==> src/rtl/systolic_drain.sv <==
// systolic_drain: reads the DIM x DIM accumulator array out row by row after a
// compute phase, streams the elements row-major over valid/ready, then issues
// a one-cycle accumulator clear so the next phase starts from zero.

// One column of the row buffer: holds element c of the most recently loaded row.
module systolic_drain_lane #(
  parameter int ACC_W = 32
) (
  input  logic             clk,
  input  logic             rst,
  input  logic             i_load,
  input  logic [ACC_W-1:0] i_d,
  output logic [ACC_W-1:0] o_q
);
  logic [ACC_W-1:0] r_q;

  // Capture this column of the selected row only during LOAD
  always_ff @(posedge clk or negedge rst) begin
    if (!rst)        r_q <= '0;
    else if (i_load) r_q <= i_d;
  end

  assign o_q = r_q;
endmodule

module systolic_drain #(
  parameter int DIM   = 8,
  parameter int ACC_W = 32,
  parameter int IDX_W = $clog2(DIM)
) (
  input  logic                 clk,
  input  logic                 rst,
  input  logic                 done_i,
  output logic [IDX_W-1:0]     row_sel_o,
  input  logic [DIM*ACC_W-1:0] row_data_i,
  output logic                 out_valid,
  input  logic                 out_ready,
  output logic [ACC_W-1:0]     out_data,
  output logic [IDX_W-1:0]     out_row,
  output logic [IDX_W-1:0]     out_col,
  output logic                 out_last,
  output logic                 busy_o,
  output logic                 clr_o,
  output logic                 overrun_o
);
  typedef enum logic [1:0] {S_IDLE, S_LOAD, S_STREAM, S_CLEAR} state_t;

  localparam logic [IDX_W-1:0] LAST = IDX_W'(DIM - 1);

  state_t                    r_state, w_next;
  logic [IDX_W-1:0]          r_row, r_col;
  logic                      r_ovr;
  logic [DIM-1:0][ACC_W-1:0] w_buf;
  logic                      w_load, w_stream, w_hs, w_col_end, w_row_end;

  // Row buffer: one lane per column, all loaded together from the array mux
  for (genvar c = 0; c < DIM; c++) begin : g_lane
    systolic_drain_lane #(.ACC_W(ACC_W)) u_lane (
      .clk    (clk),
      .rst    (rst),
      .i_load (w_load),
      .i_d    (row_data_i[c*ACC_W +: ACC_W]),
      .o_q    (w_buf[c])
    );
  end

  assign w_col_end = (r_col == LAST);
  assign w_row_end = (r_row == LAST);
  // valid comes from state alone, so ready only qualifies the handshake
  assign w_hs      = w_stream & out_ready;

  // State register
  always_ff @(posedge clk or negedge rst) begin
    if (!rst) r_state <= S_IDLE;
    else      r_state <= w_next;
  end

  // Next-state and per-state control outputs
  always_comb begin
    w_next   = r_state;
    w_load   = 1'b0;
    w_stream = 1'b0;
    clr_o    = 1'b0;
    busy_o   = 1'b1;
    case (r_state)
      S_IDLE: begin
        busy_o = 1'b0;
        if (done_i) w_next = S_LOAD;
      end
      S_LOAD: begin
        w_load = 1'b1;
        w_next = S_STREAM;
      end
      S_STREAM: begin
        w_stream = 1'b1;
        if (out_ready && w_col_end) w_next = w_row_end ? S_CLEAR : S_LOAD;
      end
      S_CLEAR: begin
        clr_o  = 1'b1;
        w_next = S_IDLE;
      end
      default: w_next = S_IDLE;
    endcase
  end

  // Row/column walk; col saturates at the row end until LOAD rewinds it
  always_ff @(posedge clk or negedge rst) begin
    if (!rst) begin
      r_row <= '0;
      r_col <= '0;
    end else begin
      case (r_state)
        S_IDLE: if (done_i) begin
          r_row <= '0;
          r_col <= '0;
        end
        S_LOAD: r_col <= '0;
        S_STREAM: if (w_hs) begin
          if (!w_col_end)      r_col <= r_col + IDX_W'(1);
          else if (!w_row_end) r_row <= r_row + IDX_W'(1);
        end
        S_CLEAR: begin
          r_row <= '0;
          r_col <= '0;
        end
        default: ;
      endcase
    end
  end

  // Sticky flag: a done pulse arrived while a drain was still in flight
  always_ff @(posedge clk or negedge rst) begin
    if (!rst)                          r_ovr <= 1'b0;
    else if (done_i && r_state != S_IDLE) r_ovr <= 1'b1;
  end

  assign row_sel_o = r_row;
  assign out_valid = w_stream;
  assign out_data  = w_stream ? w_buf[r_col] : '0;
  assign out_row   = w_stream ? r_row : '0;
  assign out_col   = w_stream ? r_col : '0;
  assign out_last  = w_stream & w_col_end & w_row_end;
  assign overrun_o = r_ovr;
endmodule
==> config.mk <==
export PLATFORM = sky130hd
export DESIGN_NAME = systolic_drain
export DESIGN_NICKNAME = d
export VERILOG_FILES = /design/src/rtl/systolic_drain.sv
export SDC_FILE = /design/constraint.sdc
export NUM_CORES = 1
export LEC_CHECK = 0
export CORE_ASPECT_RATIO = 1.4
export CORE_MARGIN = 1.5
export CORE_UTILIZATION = 50
export CTS_CLUSTER_SIZE = 30
export DETAILED_ROUTE_END_ITERATION = 10
export PLACE_DENSITY = 0.91
export SLEW_MARGIN = 5
export SYNTH_ARGS = -nofsm -noshare
export SYNTH_HDL_FRONTEND = slang
export SYNTH_SLANG_ARGS = --single-unit
export TNS_END_PERCENT = 100
==> constraint.sdc <==
create_clock -name clk -period 2.2 [get_ports clk]
set_clock_uncertainty 0.15 [all_clocks]
set_input_delay 0.33 -clock clk [delete_from_list [all_inputs] [get_ports clk]]
set_output_delay 0.33 -clock clk [all_outputs]
set_load 0.05 [all_outputs]
Word level (Yosys, flattened, before mapping) --
Cells that the tools add are included.
Cells by class: $add $sub $neg 2, order comparisons 1, equal/unequal tests 11, mux-type cells 21, bitwise gates (word level) 3, reductions and logical operators 9
Operator list (count):
- binary-select mux 32 bit (select 3 bit) | 1
- 2-to-1 mux 32 bit | 2
- 2-to-1 mux 3 bit | 8
- case mux 3 bit (3 select lines) | 2
- inequality test 2 bit, second input constant | 6
- case mux 2 bit (4 select lines) | 1
- adder 3 x 1 -> 3 bit, second input constant | 2
- equality test 3 bit, second input constant | 2
- 2-to-1 mux 2 bit | 3
- AND reduction 5 bit | 1
- equality test 2 bit, second input constant | 2
- < comparator 3 x 4 -> 1 bit, second input constant | 1
- 2-to-1 mux 1 bit | 4
- AND 1 bit | 3
- AND reduction 3 bit | 1
- nonzero test 3 bit | 1
- equality test 2 x 1 -> 1 bit, second input constant | 1
- logical AND 1 bit | 2
- zero test 2 bit | 1
- AND reduction 2 bit | 1
- nonzero test 2 bit | 1
- OR reduction 2 bit | 1
Word-level totals: register bits after elaboration 265, bits of input ports 260, output and inout port bits 46, word-level logic and storage cells 59

Logic depth before layout (Yosys ltp) --
Gate-level depths: netlist (run 1).
depth after elaboration 5, depth in mapped cells 6, gate-level depth less buffers 5

Modules after synthesis --
Synthesis (run 1) repeated with hierarchy kept, for this count alone.
Unflattened totals: cell total of the unflattened synthesis 887, area total of the unflattened synthesis 13661.9 um2
By module, submodules not included:
- systolic_drain_lane | instances 8, cells an instance 68, area an instance 1345.0 um2, sequential area each 800.8 um2
- systolic_drain | instances 1, cells an instance 343, area an instance 2901.5 um2, sequential area each 225.2 um2

Least setup slack after synthesis (run 1) --
No wires, ideal clock.
path type flip-flop to output port, start point register r_state[0], end point output port out_data[27], arrival 2084 ps, path slack -364 ps, cell stages (with the launch flop) 7, path buffers 2, cells stage by stage dfrtp_1 -> nand2b_1 -> inv_1 -> and2_1 -> buf_2 -> buf_2 -> a22o_1
On the way: word-level cells in the longest chain between the ends 3
Ends and longest elaborated chain:
- from (decl) | line 50 | state_t r_state, w_next;
- from (signal assigned) | line 75 | else r_state <= w_next;
- equality test 2 bit | line 85 | case (r_state)
- 2-to-1 mux 1 bit | line 85
- via out_valid | line 36 | output logic out_valid,
- 2-to-1 mux 32 bit | line 139 | assign out_data = w_stream ? w_buf[r_col] : '0;
- to (decl) | line 38 | output logic [ACC_W-1:0] out_data,
The timed path passes the listed nets, and every way through them passes these cells.

Worst setup path after layout (run 1) --
start point register r_col[0], end point output port out_data[22]
On the way: word-level cells in the longest chain between the ends 3
Ends and longest elaborated chain:
- from (decl) | line 51 | logic [IDX_W-1:0] r_row, r_col;
- from (signal assigned) | line 119 | if (!w_col_end) r_col <= r_col + IDX_W'(1);
- binary-select mux 32 bit (select 3 bit) | line 139
- 2-to-1 mux 32 bit (not written as such) | line 139
- 2-to-1 mux 32 bit | line 139
Every way passes these cells. The select of a mux whose other input is x is not followed.

==> summary by stage, run 1 <==
Outcome
The flow ran to the end, but the final reports show violations. The final reports fail on setup timing.

Routing
In the routed design, unresolved DRC markers number 0. The initial DRC count is 314. For this block, the via count after detailed routing is 7885. The detailed-routing iteration count for the pre-antenna-repair pass is 4. The total detailed-routing wirelength is 32100 um.

The vias per cell is 5.70. The average wire per cell in the routed design is 23.2 um. The detail route stage leaves a number of antenna-violating nets equal to 0.

Timing
Dividing the final minimum period by the clock period gives 127%. The post-route worst hold slack is 199 ps. The actual transition at the worst max-transition pin is 532 ps. Setup repair after global routing could not meet its margin everywhere. The final-layout setup total negative slack is -18500 ps.

The number of pins with negative max-slew slack in the final report was 0. Counting I/O delays and the setup requirement, the final critical path takes 2790 ps. Setup violations remaining at the end of the flow were counted as 36. The final hold violation count was 0. Timing would allow up to 358 MHz. The final critical-path setup slack is -593 ps. The worst max-slew margin expressed relative to the limit is 64.5%.

Run
Across the run, the number of max-cap violations was 0.

Synth
Synthesis handed over a netlist of 717 instances. Among all flip-flop cells after synthesis, the most frequent one is dfrtp_1. Ranked by total cell area, the synthesized netlist is headed by dfrtp_1, mux2_1, mux4_2. The multiplexer share of the synthesized area is 36.6%.

The synthesized netlist devotes 1.50% of its cell area to simple gates. Sequential cells were found to cover 54.7% of the synthesized design area. The largest total area in the synthesized netlist belongs to dfrtp_1. The total number of yosys warnings is 0. The cell area that synthesis handed to floorplanning was 0.0121 mm^2.

The fraction of registers with async set or reset after synthesis is 100%. The area share of xor/xnor cells in the synthesized design is 0.0722%. The synthesis-stage register bit count is 265. The synthesized netlist devotes 0.413% of its cell area to adder and majority cells. The post-synthesis cell type count is 33. The largest family of logic cells by synthesized area is multiplexers. The area share of the leading cell type in the synthesized netlist is 54.7%.

The number of enable-type register cells in the synthesized netlist is 0. Each instance of the synthesized netlist takes up on average 16.9 um^2. The synthesized-area fraction occupied by ao, oa, aoi and oai cells is 2.81%. When the netlist entered floorplanning its net count stood at 981.

Clock network
TritonCTS created 26 clock buffers. The maximum clock insertion buffer count is 3. The later pin in the worst-skew pair is clocked with a latency of 530 ps.

TritonCTS built the clock tree. The clock slew seen by the registers of the worst setup and hold paths is 60 ps. The tree built by TritonCTS fans out to 265 sinks. The cell at the root of the clock tree is clkbuf_16.

CTS built an H-tree with a depth of 1.

Layout
Registers take 0.00664 mm^2. Of the cells placed in the final design, the portion with a size suffix greater than 1 is 27.3%. The number of fill cells is 1478.

In the final layout, the multi-input gates occupy 0.00521 mm^2. The synthesis-to-layout area growth is 42.3%. After the last flow step, the layout net total stands at 1313.

The library cell used most frequently in the layout, excluding fill and tap cells, is dfrtp_1. Leaving out fill and tap cells, the most frequent cells in the layout are dfrtp_1, clkdlybuf4s50_1, mux2_1, mux4_2, mux2_2.

Setup path
Of all nets on the critical path, the largest fanout is 5. The kind of end point of the critical path is a primary output. For flop-to-flop paths, the worst setup slack is -120 ps. The critical path start-end classification is register to primary output. In this run the critical register-to-register path is launched from r_col[0]. The end of the worst register-to-register path is row_sel_o[1].

The number of cells on the worst reg-to-reg path is 10. The critical path arrival is 2310 ps. The required time of the worst setup path is 1720 ps. The worst setup path is launched from a register. The launch point of the worst path is r_col[0].

Floorplanning
The floorplan has 67 rows. The total die area is 0.0252 mm^2. In this run the standard cell core region covers 0.0239 mm^2. From bottom edge to top edge, the die measures 187 um. The I/O pin count is 306.

For this configuration, the core starts out at a cell density of 50.7%. From left edge to right edge, the die measures 135 um.

GRT
The largest net degree at the start of global routing is 68. The first global-routing pass estimated 49500 um of wire. The global-route usage over all layers is 25.7%. Global routing finished with a remaining overflow of 0. The number of antenna violations at the first check in global routing came to 6. The number of global-route vias before repair came to 8889.

Min path
The min-delay analysis places its worst path in the category input pin to asynchronous set/reset pin.

Placed design
The placed wire-length estimate is 21800 um. At the end of routability-driven placement, the weighted congestion stood at 0.826. Port buffering added 305 buffers. Timing analysis after detailed placement gives a worst setup slack of -79.9 ps.

Power
VDD sags by at most 1060 uV. The analysis attributes to cell leakage a power of 7.07 nW. In this run the power density over the cells is 1450 mW/mm^2.
## what timing repair did
action / CTS / global route
pin swaps: 19 / 11
endpoints found under the setup margin: 38 / 35
resized for setup: 83 / 21
setup buffers: 8 / 4
cloned: 7 / 0
hold endpoints to repair: 59 / 0
hold buffers: 1 / 0
## metal layers
layer	share of wire [%]	routed length [um]	track usage [%]
met1	36	11600	30.3
met2	52	16700	44.0
met3	5.7	1840	4.77
met4	5.9	1900	14.3
met5	0	0	0
## registers in the layout (all words and copies together) (netlist names)
signal and flops:
g_lane.u_lane.o_q 256, overrun_o 1, r_col 3, r_state 2, row_sel_o 3
## worst max path at each step
| stage | cells after the start | to | slack (ps) |
|---|---|---|---|
| 2_1_floorplan | 6 | out_data[19] | 30 |
| 3_3_place_gp | 4 | out_data[23] | -40 |
| 3_5_place_dp | 4 | out_data[4] | -80 |
| 4_1_cts | 6 | out_data[2] | -640 |
| 5_1_grt | 6 | out_data[19] | -630 |
| 6_report | 6 | out_data[22] | -590 |
## critical path: stages (launching register included)
cell	delay, ps
dfrtp_4	510
buf_12	140
buf_12	130
buf_12	130
mux4_2	450
a22o_4	270
buf_12	140
## cells in the mapped netlist, drive strengths merged, types with 3 or more instances
master and instances:
nand3 4, ha 4, buf 46, clkbuf 7, mux2 256, and2 7
a22o 32, mux4 64, nand2b 5, nand2 5, dfrtp 265, a21oi 3
## cell families after synthesis
logic type	count (synthesis)
simple gates	31
fa+ha+maj	4
compound gates	41
mux	321
flops	265
buf+inv	54
xor+xnor	1
## layout make-up
cell class	instances	area share, %
sequential	265	38.5
multi-input combinational	398	30.2
antenna	7	0.102
clock buffer	37	4.37
tap	310	2.25
clock inverter	9	0.718
timing repair buffer	357	23.9
inverter	1	0.0435
## through the flow
| step | area [um^2] | total power [mW] | utilization [%] | std cells |
|---|---|---|---|---|
| after floorplan | 12200 | 16.0 | - | 717 |
| final | 17300 | 25.0 | 72.2 | 1384 |
| after CTS | 17200 | 25.0 | 71.9 | 1375 |
| after detailed placement | 15800 | 18.9 | 66.0 | 1313 |
| after global placement | 15800 | 18.4 | 66.0 | 1313 |
| after global routing | 17300 | 26.2 | 72.2 | 1384 |
## where the power goes
group          total (mW)  internal (mW)  leakage [nW]  switching, mW
logic                11.7           6.67          3.51           5.03
registers            8.69           7.39          3.12           1.31
clock network        4.57           2.73         0.435           1.85
Note: power is estimated with default switching activity, not from simulation.
==> inputs of run 2 (changes only) <==
--- a/config.mk
+++ b/config.mk
@@ -5,6 +5,7 @@
 export SDC_FILE = /design/constraint.sdc
 export NUM_CORES = 1
 export LEC_CHECK = 0
+export ABC_CLOCK_PERIOD_IN_PS = 2200
 export CORE_ASPECT_RATIO = 1.4
 export CORE_MARGIN = 1.5
 export CORE_UTILIZATION = 50
==> results of run 2 <==
The final DEF is identical to that of run 1; final timing and power are the same.
==> inputs of run 3 (changes only) <==
--- a/config.mk
+++ b/config.mk
@@ -8,10 +8,10 @@
 export ABC_CLOCK_PERIOD_IN_PS = 2200
 export CORE_ASPECT_RATIO = 1.4
 export CORE_MARGIN = 1.5
-export CORE_UTILIZATION = 50
+export CORE_UTILIZATION = 42
 export CTS_CLUSTER_SIZE = 30
 export DETAILED_ROUTE_END_ITERATION = 10
-export PLACE_DENSITY = 0.91
+export PLACE_DENSITY = 0.8
 export SLEW_MARGIN = 5
 export SYNTH_ARGS = -nofsm -noshare
 export SYNTH_HDL_FRONTEND = slang
==> summary by stage, run 3 (synthesis gave the netlist of run 1 again) <==
Outcome
The run finished, with violations left. The final reports fail on setup timing.

Floorplanning
The floorplan has 73 rows. The die width is 147 um. The total area inside the core boundary comes to 0.0284 mm^2. For this configuration, the core starts out at a cell density of 42.7%. The I/O pin count is 306. From bottom edge to top edge, the die measures 204 um. The total die area is 0.0299 mm^2.

Routing
The detailed-routing iteration count for the pre-antenna-repair pass is 4. The post-route DRC violation count is 0. The routed via count is 7656.

The average wire per cell in the routed design is 21.4 um. The initial DRC count is 253. The vias per cell is 5.29. The total detailed-routing wirelength is 30900 um. The number of nets still failing antenna checks after routing is 0.

Layout
Leaving out fill and tap cells, the most frequent cell in the layout is dfrtp_1. The layout has 2152 filler cells. The top cell types in the final layout, fill and taps aside, are dfrtp_1, clkdlybuf4s50_1, mux2_1, mux4_2, mux2_2. Cells with a size suffix above 1 make up 27.1% of the layout. The number of flip-flops in the largest register is 256. Compared with the post-synthesis result, the final layout area differs by 40.0%. The layout net count is 1311. The multi-input logic area is 0.00511 mm^2. The area taken by flip-flops and latches is 0.00664 mm^2.

Timing
Measured against its own limit, the worst slew margin works out to 61.7%. For this run, the top clock speed supported by timing is 364 MHz. The final critical path takes up 125% of the cycle.

The final critical-path required period is 2750 ps. Across all setup checks in the final design, the least slack found is -547 ps. The final hold violation count was 0. Setup repair after global routing could not meet its margin everywhere. The number of failing setup endpoints in the final timing report is 35. The number of pins with negative max-slew slack in the final report is 0. For the pin with the worst max-slew slack, the measured transition is 574 ps. For the final routed database, the setup TNS stands at -17070 ps. On the final layout, the worst hold slack is 210 ps.

GRT
Across every metal layer, demand over resource in global routing totals 20.8%. The number of global-route vias before repair is 8477. Entering global routing, the biggest net connects 67 pins.

The number of antenna violations at the first check in global routing is 7. The first global-routing pass estimated 48100 um of wire. The overall overflow remaining after global route is 0.

Clock network
The clock slew seen by the registers of the worst setup and hold paths is 70 ps. The clock sink count is 265. In this run the clock root is driven by a clkbuf_16. Counting the buffers created by CTS gives 26. In this run the number of H-tree levels came out at 1.

The clock tree from TritonCTS is built. The maximum clock insertion buffer count is 3. At the later pin of the worst-skew pair, clock insertion delay measures 540 ps.

Setup path
The sort of element at the start of the critical path is a register. The startpoint identified for the worst register-to-register timing path is r_col[0]. By instance count, the cell type seen most on the critical path is buf_4. The largest fanout on the critical path is 7. Together, buffers and inverters on the worst path number 2. The kind of end point of the critical path is a primary output. The minimum setup slack among reg-to-reg paths is 100 ps. For the worst flop-to-flop path, the logic depth is 9. The cell with the largest stage delay on the worst path is mux4_1. Grouping stages by cell kind, the critical path spends the most delay in multiplexers. The critical path start-end classification is register to primary output. The required time of the worst setup path is 1720 ps.

The critical path goes through buf_4, mux4_1, a22o_4, buf_4. The worst register-to-register path ends at row_sel_o[2]. For this run, the slowest stage of the critical path takes 570 ps. Data arrives at the worst endpoint at 2270 ps.

Min path
The type of the tightest min-delay check is input pin to asynchronous set/reset pin.

Power
VDD sags by at most 819 uV. The cell leakage power is 6.92 nW. The areal power density over the cells is 1390 mW/mm^2.

Placed design
The placed wire-length estimate is 21400 um. The number of input and output port buffers inserted is 305. Routability-driven placement finished with a final weighted congestion of 0.806.

Run
The number of max-cap violations is 0.
[run 3: changes by cell type in the layout (fill, tap and decap cells not counted), moves of 2 or more]
cell,previous run,this run
a21oi_1,1,3
a21oi_2,2,0
a22o_2,7,19
a22o_4,22,10
buf_12,40,31
buf_16,6,4
buf_4,19,24
buf_6,14,31
buf_8,15,2
bufinv_16,3,0
clkinv_2,5,8
[run 3: worst max path at each step]
stage          slack, ps           end  cells after the start        from
2_1_floorplan         30  out_data[19]                      6  r_state[1]
3_3_place_gp         -50  out_data[14]                      4    r_col[0]
3_5_place_dp         -70   out_data[3]                      4    r_col[0]
4_1_cts             -620  out_data[22]                      5    r_col[0]
5_1_grt             -620  out_data[29]                      4    r_col[0]
6_report            -550  out_data[26]                      4    r_col[0]
[run 3: cell type report]
cell class                      instances  area share (%)
Clock buffer                           38            4.52
Inverter                                1          0.0442
Clock inverter                          9           0.280
Sequential cell                       265            39.1
Timing Repair Buffer                  355            23.1
Tap cell                              375            2.76
Multi-Input combinational cell        398            30.1
Antenna cell                            6          0.0885
[run 3: per-stage QoR]
step	area, um^2	instances	setup WS (ps)	util (%)	power [mW]
floorplan	12200	717	31.0	-	16.0
global placement	15800	1379	-49.9	55.7	18.2
detailed placement	15800	1379	-65.4	55.7	18.6
CTS	16900	1435	-620	59.4	23.7
global route	17000	1447	-625	59.7	25.0
finish	17000	1447	-547	59.7	23.6
[run 3: repair_timing]
item	CTS	global route
hold buffers	1	0
setup buffers	4	7
pin swaps	0	2
endpoints found under the hold margin	57	0
cloned	4	0
setup endpoints to repair	40	38
resized for setup	53	22
[run 3: metal layers]
layer	global-route usage (%)	vias up	part of all wire (%)
li1	-	3386	-
met1	25.0	3962	39
met2	37.2	242	53
met3	3.13	64	4.3
met4	8.73	2	3.8
met5	0	-	0.042
[run 3: where the power goes]
part / leakage, nW / internal (mW) / switching [mW]
clock network: 0.407 / 2.41 / 1.88
logic: 3.39 / 6.05 / 4.62
registers: 3.12 / 7.38 / 1.23
total: 6.92 / 15.8 / 7.73
